==> config.mk <==
export PLATFORM = sky130hd
export DESIGN_NAME = ram_sequence_controller_flat
export DESIGN_NICKNAME = d
export VERILOG_FILES = /design/src/rtl/ram_sequence_controller_if.sv /design/src/rtl/ram_sequence_controller.sv /design/src/flat_wrapper.sv
export SDC_FILE = /design/constraint.sdc
export NUM_CORES = 1
export LEC_CHECK = 0
export ABC_CLOCK_PERIOD_IN_PS = 1900
export BUFFER_PORTS_ARGS = -buffer_cell sky130_fd_sc_hd__buf_2
export CELL_PAD_IN_SITES_DETAIL_PLACEMENT = 1
export CELL_PAD_IN_SITES_GLOBAL_PLACEMENT = 2
export CORE_MARGIN = 3
export CORE_UTILIZATION = 31
export DETAILED_ROUTE_END_ITERATION = 16
export PLACE_DENSITY_LB_ADDON = 0.1
export SYNTH_ARGS = -nofsm -noshare
export SYNTH_HDL_FRONTEND = slang
export SYNTH_SLANG_ARGS = --single-unit
==> constraint.sdc <==
create_clock -name clk -period 1.9 [get_ports clk]
set_clock_uncertainty 0.15 [all_clocks]
set_input_delay 0.38 -clock clk [delete_from_list [all_inputs] [get_ports clk]]
set_output_delay 0.38 -clock clk [all_outputs]
set_load 0.005 [all_outputs]
==> src/rtl/ram_sequence_controller_if.sv <==
// ram_sequence_controller_if: single-port move RAM bus between the sequencer and the RAM
interface ram_sequence_controller_if;
  logic       ram_we;
  logic [3:0] ram_addr;
  logic [3:0] ram_data;
  logic [3:0] ram_q;
  modport master (output ram_we, output ram_addr, output ram_data, input ram_q);
  modport slave (input ram_we, input ram_addr, input ram_data, output ram_q);
endinterface

==> src/rtl/ram_sequence_controller.sv <==
// ram_sequence_controller: plays back or records one-hot moves through a 16x4 synchronous RAM
module ram_sequence_controller #(
  parameter int HOLD_CYCLES = 1000,
  parameter int CNT_W = 10
) (
  input  logic                              clk,
  input  logic                              reset,
  input  logic                              iniciar_reproducao,
  input  logic                              iniciar_gravacao,
  input  logic                              parar,
  input  logic [3:0]                        limite,
  input  logic [3:0]                        botoes,
  ram_sequence_controller_if.master         ram,
  output logic [3:0]                        movimento,
  output logic                              movimento_valido,
  output logic                              ocupado,
  output logic                              fim,
  output logic                              erro_botao
);
  typedef enum logic [2:0] {IDLE, RD_SETUP, RD_LATCH, HOLD, REC_WAIT, REC_WRITE, DONE} state_t;
  state_t           state;
  logic [3:0]       idx;
  logic [3:0]       lim_reg;
  logic [3:0]       prev;
  logic [3:0]       press;
  logic [CNT_W-1:0] cnt;
  logic             is_new;
  logic             one_hot;
  assign is_new = botoes != prev && botoes != 4'd0;
  assign one_hot = (botoes & (botoes - 4'd1)) == 4'd0;
  assign ram.ram_addr = idx;
  assign ram.ram_data = press;
  // an abort in the write cycle must suppress the write itself, so we is gated combinationally
  assign ram.ram_we = state == REC_WRITE && !parar;
  assign ocupado = state != IDLE;
  // sequencer: parar overrides every transition; prev persists across writes so held buttons never retrigger
  always_ff @(posedge clk or posedge reset) begin
    if (reset) begin
      state <= IDLE;
      idx <= '0;
      lim_reg <= '0;
      prev <= '0;
      press <= '0;
      cnt <= '0;
      movimento <= '0;
      movimento_valido <= 1'b0;
      fim <= 1'b0;
      erro_botao <= 1'b0;
    end else begin
      fim <= 1'b0;
      erro_botao <= 1'b0;
      if (parar) begin
        state <= IDLE;
        idx <= '0;
        movimento <= '0;
        movimento_valido <= 1'b0;
      end else begin
        case (state)
          IDLE: if (iniciar_reproducao || iniciar_gravacao) begin
            idx <= '0;
            lim_reg <= limite;
            prev <= '0;
            state <= iniciar_reproducao ? RD_SETUP : REC_WAIT;
          end
          RD_SETUP: state <= RD_LATCH;
          RD_LATCH: begin
            movimento <= ram.ram_q;
            movimento_valido <= 1'b1;
            cnt <= '0;
            state <= HOLD;
          end
          HOLD: if (cnt == CNT_W'(HOLD_CYCLES - 1)) begin
            movimento <= '0;
            movimento_valido <= 1'b0;
            fim <= idx == lim_reg;
            idx <= idx == lim_reg ? idx : idx + 4'd1;
            state <= idx == lim_reg ? DONE : RD_SETUP;
          end else cnt <= cnt + 1'b1;
          REC_WAIT: begin
            prev <= botoes;
            press <= is_new && one_hot ? botoes : press;
            erro_botao <= is_new && !one_hot;
            state <= is_new && one_hot ? REC_WRITE : REC_WAIT;
          end
          REC_WRITE: begin
            prev <= botoes;
            fim <= idx == lim_reg;
            idx <= idx == lim_reg ? idx : idx + 4'd1;
            state <= idx == lim_reg ? DONE : REC_WAIT;
          end
          DONE: begin
            idx <= '0;
            state <= IDLE;
          end
          default: state <= IDLE;
        endcase
      end
    end
  end
endmodule

==> src/flat_wrapper.sv <==
// flat-port wrapper written by rule: the top's interface ports become plain ports
module ram_sequence_controller_flat 
#(
  parameter int HOLD_CYCLES = 1000,
  parameter int CNT_W = 10
)
  (clk, reset, iniciar_reproducao, iniciar_gravacao, parar, limite, botoes, movimento, movimento_valido, ocupado, fim, erro_botao, ram_ram_we, ram_ram_addr, ram_ram_data, ram_ram_q);
  ram_sequence_controller_if ram_i ();
  input  logic clk;
  input  logic reset;
  input  logic iniciar_reproducao;
  input  logic iniciar_gravacao;
  input  logic parar;
  input  logic [3:0] limite;
  input  logic [3:0] botoes;
  output logic [3:0] movimento;
  output logic movimento_valido;
  output logic ocupado;
  output logic fim;
  output logic erro_botao;
  output wire logic [$bits(ram_i.ram_we)-1:0] ram_ram_we;
  output wire logic [$bits(ram_i.ram_addr)-1:0] ram_ram_addr;
  output wire logic [$bits(ram_i.ram_data)-1:0] ram_ram_data;
  input wire logic [$bits(ram_i.ram_q)-1:0] ram_ram_q;
  assign ram_ram_we = ram_i.ram_we;
  assign ram_ram_addr = ram_i.ram_addr;
  assign ram_ram_data = ram_i.ram_data;
  assign ram_i.ram_q = ram_ram_q;
  ram_sequence_controller #(.HOLD_CYCLES(HOLD_CYCLES), .CNT_W(CNT_W)) u_core (.clk(clk), .reset(reset), .iniciar_reproducao(iniciar_reproducao), .iniciar_gravacao(iniciar_gravacao), .parar(parar), .limite(limite), .botoes(botoes), .ram(ram_i), .movimento(movimento), .movimento_valido(movimento_valido), .ocupado(ocupado), .fim(fim), .erro_botao(erro_botao));
endmodule
==> summary.log <==
INFO  placement      finalWeightedCongestion=0.847
INFO  yosys          yosys_warning_total=0
INFO  cells_and_area multi_input_area=0.00116mm²
INFO  detailed_routing viasPerCell=4.97
INFO  floorplan      die_w=85.2µm
INFO  clock_tree     clock_tree.buffer_depth=2
INFO  floorplan      design.portCount=34
INFO  timing         max_freq=515MHz
INFO  clock_tree     hold_fix_buffer_count_after_cts=0
INFO  yosys          ys_types=48
INFO  timing         timing_hold_violations_final=0
INFO  power          p_leak=0.00137µW
INFO  detailed_routing routed_wl=5.43mm
INFO  timing         worst-slew-pin-transition=0.463ns
INFO  cells_and_area diodes=0
INFO  yosys          synth.largest_area_cell=sky130_fd_sc_hd__dfrtp_1
INFO  clock_tree     worstSkewPairLatency=0.29ns
INFO  yosys          synth_seq_area_share=0.464
INFO  power          power_after_layout=3340µW
INFO  yosys          yosys_register_bits=36
INFO  clock_tree     cts-buffers-inserted=5
INFO  placement      pre_cts_slack=-0.140ns
INFO  setup_path     critPathMaxStageDelay=0.40ns
INFO  floorplan      initial_standard_cell_utilization_of_the_core=0.324
INFO  clock_tree     worst_setup_hold_path_clk_slew=0.07ns
INFO  setup_path     ordered_cell_list_for_the_critical_path=ha_4 -> nand4bb_4 -> o31ai_4 -> o31ai_4 -> buf_4 -> o31ai_4 -> o41ai_4
INFO  yosys          syn_area_per_cell=10.1µm²
INFO  timing         timing.final.crit_share=1.02
INFO  global_route   via_count_of_the_first_global_routing_pass=1908
INFO  setup_path     critPathSlowestCell=sky130_fd_sc_hd__dfrtp_1
INFO  timing         relSlewSlack=0.689
INFO  outcome        status=finished, violations left
INFO  placement      placed_cells=331
INFO  cells_and_area layout.core_utilization=0.480
INFO  timing         setup-violations-final=2
INFO  setup_path     critPathRequiredTime=1.90ns
INFO  cells_and_area nNetsFinal=296
INFO  yosys          synth-async-reset-ratio=1.00
INFO  clock_tree     clockRootBuffer=sky130_fd_sc_hd__clkbuf_8
INFO  cells_and_area fillCellCount=679
INFO  worst_hold_path worst_hold_path_type=primary input to asynchronous set/reset pin
INFO  yosys          synth_top_cell_area_share=0.464
INFO  placement      portBuffers=33
INFO  flow_run       maxCapViolations=0
INFO  yosys          netlist_area=0.00194mm²
INFO  global_route   grt_pass1_wl=9.27mm
INFO  detailed_routing route.detailed.wl_per_inst=15.4µm
INFO  power          pwr_density_cell=1160mW/mm²
INFO  global_route   grt_util_all_layers=0.160
INFO  detailed_routing drt_first_iter_violations=35
INFO  detailed_routing via_count=1753
INFO  yosys          synthesis.instances=192
INFO  detailed_routing detail_route.drc_violations=0
INFO  setup_path     timing_worst_setup_path_type=flip-flop to flip-flop
INFO  setup_path     timing.critical_path.fanout_max=4
INFO  yosys          synth_top_cells_by_count=36 x sky130_fd_sc_hd__dfrtp_1, 22 x sky130_fd_sc_hd__nor2_1, 16 x sky130_fd_sc_hd__nand2_1
INFO  global_route   antenna_found_initial=0
INFO  setup_path     setup.worst_path.start_class=flip-flop
INFO  setup_path     critical-path-top-cell-by-count=sky130_fd_sc_hd__o31ai_4
INFO  setup_path     critPathCaptureType=flip-flop
INFO  yosys          synthFlopType=sky130_fd_sc_hd__dfrtp_1
INFO  detailed_routing drt_first_pass_iters=4
INFO  detailed_routing antenna_violating_nets_post_route=0
INFO  clock_tree     clock_sink_count=36
INFO  yosys          synth_area_leaders=sky130_fd_sc_hd__dfrtp_1 46%, sky130_fd_sc_hd__mux2_2 4.6%, sky130_fd_sc_hd__nor2_1 4.2%
INFO  global_route   grt_start_max_net_pins=37
INFO  clock_tree     clock_tree.htree_level_count=2
INFO  cells_and_area largest_register_ffs=10
INFO  clock_tree     tritoncts=yes
INFO  floorplan      rows=28
INFO  floorplan      core_area=0.00599mm²
INFO  timing         grt_setup_unrepaired=yes
INFO  cells_and_area area_growth=48.0%
INFO  yosys          mappedNetlistNets=211
INFO  placement      hpwl=4.10mm
INFO  floorplan      die_y=85.2µm
INFO  timing         maxSlewViolCount=0
INFO  yosys          count_of_flip_flops_with_a_built_in_enable_after_synthesis=0
INFO  floorplan      die_area=0.00725mm²
INFO  power          power.ir.vdd_worst=0.000613V
INFO  cells_and_area area_taken_by_flip_flops_and_latches=902µm²
INFO  timing         fin_crit=1.94ns
INFO  global_route   grt_remaining_overflow=0
INFO  cells_and_area share_of_cells_above_drive_strength_1=0.460
INFO  timing         post-route-worst-setup-slack=-0.0400ns
INFO  cells_and_area registers.top_by_ff_count=u_core.cnt
INFO  yosys          synthMostInstantiatedCell=sky130_fd_sc_hd__dfrtp_1
INFO  setup_path     critical_path_arrival=1.94ns
INFO  cells_and_area post_layout_instance_count_excluding_filler_cells=353
INFO  timing         timing.setup.tns=-0.0402ns
INFO  outcome        violations=setup timing
## cell type report
cell class	instances	share of cell area
clock buffer	7	0.0335
clock inverter	1	0.0104
inverter	4	0.00522
multi-input combinational	145	0.404
timing repair buffer	85	0.201
tap	75	0.0326
sequential	36	0.314
## metal layers
metal | global-route usage | share of wire | up-vias
met5 | 0 | 0 | -
met4 | 0.0345 | 0.011 | 0
met3 | 0.0388 | 0.029 | 7
met2 | 0.294 | 0.53 | 23
met1 | 0.187 | 0.43 | 869
li1 | - | - | 854
## layout by cell type, fill, tap and decap left out, drive strengths merged, types with 2 or more instances in the layout
| master | instances |
|---|---|
| nor3 | 4 |
| xor2 | 6 |
| clkbuf | 7 |
| o31ai | 4 |
| nand2b | 4 |
| nand3 | 2 |
| o22a | 2 |
| and3 | 3 |
| inv | 4 |
| ha | 2 |
| buf | 85 |
| o41ai | 2 |
| o21ai | 17 |
| dfrtp | 36 |
| nor3b | 6 |
| nand4 | 7 |
| nor2 | 22 |
| or3 | 2 |
| nor4 | 2 |
| a21o | 2 |
| a21oi | 6 |
| nand2 | 16 |
| nor2b | 3 |
| mux2 | 9 |
| xnor2 | 9 |
## final timing paths
check | from | endpoint | slack [ns] | cells after the start
setup / recovery | u_core.cnt[0] | u_core.ram.ram_addr[2] | -0.04 | 7
hold / removal | reset | u_core.ram.ram_addr[1] | 0.04 | 3
setup reg to reg | u_core.cnt[0] | u_core.ram.ram_addr[2] | -0.04 | 7
hold reg to reg | u_core.movimento_valido | u_core.movimento_valido | 0.33 | 1
max in group asynchronous | reset | u_core.state[2] | 1.21 | 3
min in group clk | limite[2] | u_core.lim_reg[2] | 0.18 | 2
## critical path, delay by kind of cell, from the launching register on
kind | cells | cell delay, ns
buffers and inverters | 1 | 0.17
DFF | 1 | 0.40
and+or+nand+nor | 1 | 0.14
adders and majority gates | 1 | 0.16
AOI/OAI and AO/OA | 4 | 0.79
## kinds of logic (layout without fill, tap and decap cells)
family	count (synthesis)	count (layout)	synth area share
simple gates	76	76	0.226
compound gates	41	41	0.145
flops	36	36	0.464
xor+xnor	15	15	0.0676
buf+inv	11	97	0.0225
mux	10	10	0.0573
fa+ha+maj	3	3	0.0180
## per-stage QoR
step | cell area, µm² | hold WS, ns
CTS | 2710 | 0.0577
detailed placement | 2470 | 0.320
finish | 2880 | 0.0378
floorplan | 1960 | 0.320
global route | 2880 | 0.0877
global placement | 2470 | 0.311
## report_power, final
part           internal (µW)  switching (µW)  total [µW]
combinational            816             673        1490
clock                    463             278         742
sequential               954             159        1110
total                   2230            1110        3340
## timing repair
| item | CTS | global route |
|---|---|---|
| endpoints found under the setup margin | 6 | 21 |
| pin swaps | 5 | 10 |
| buffers inserted | 7 | 7 |
| resized for setup | 11 | 24 |
Note: power is estimated with default switching activity, not from simulation.
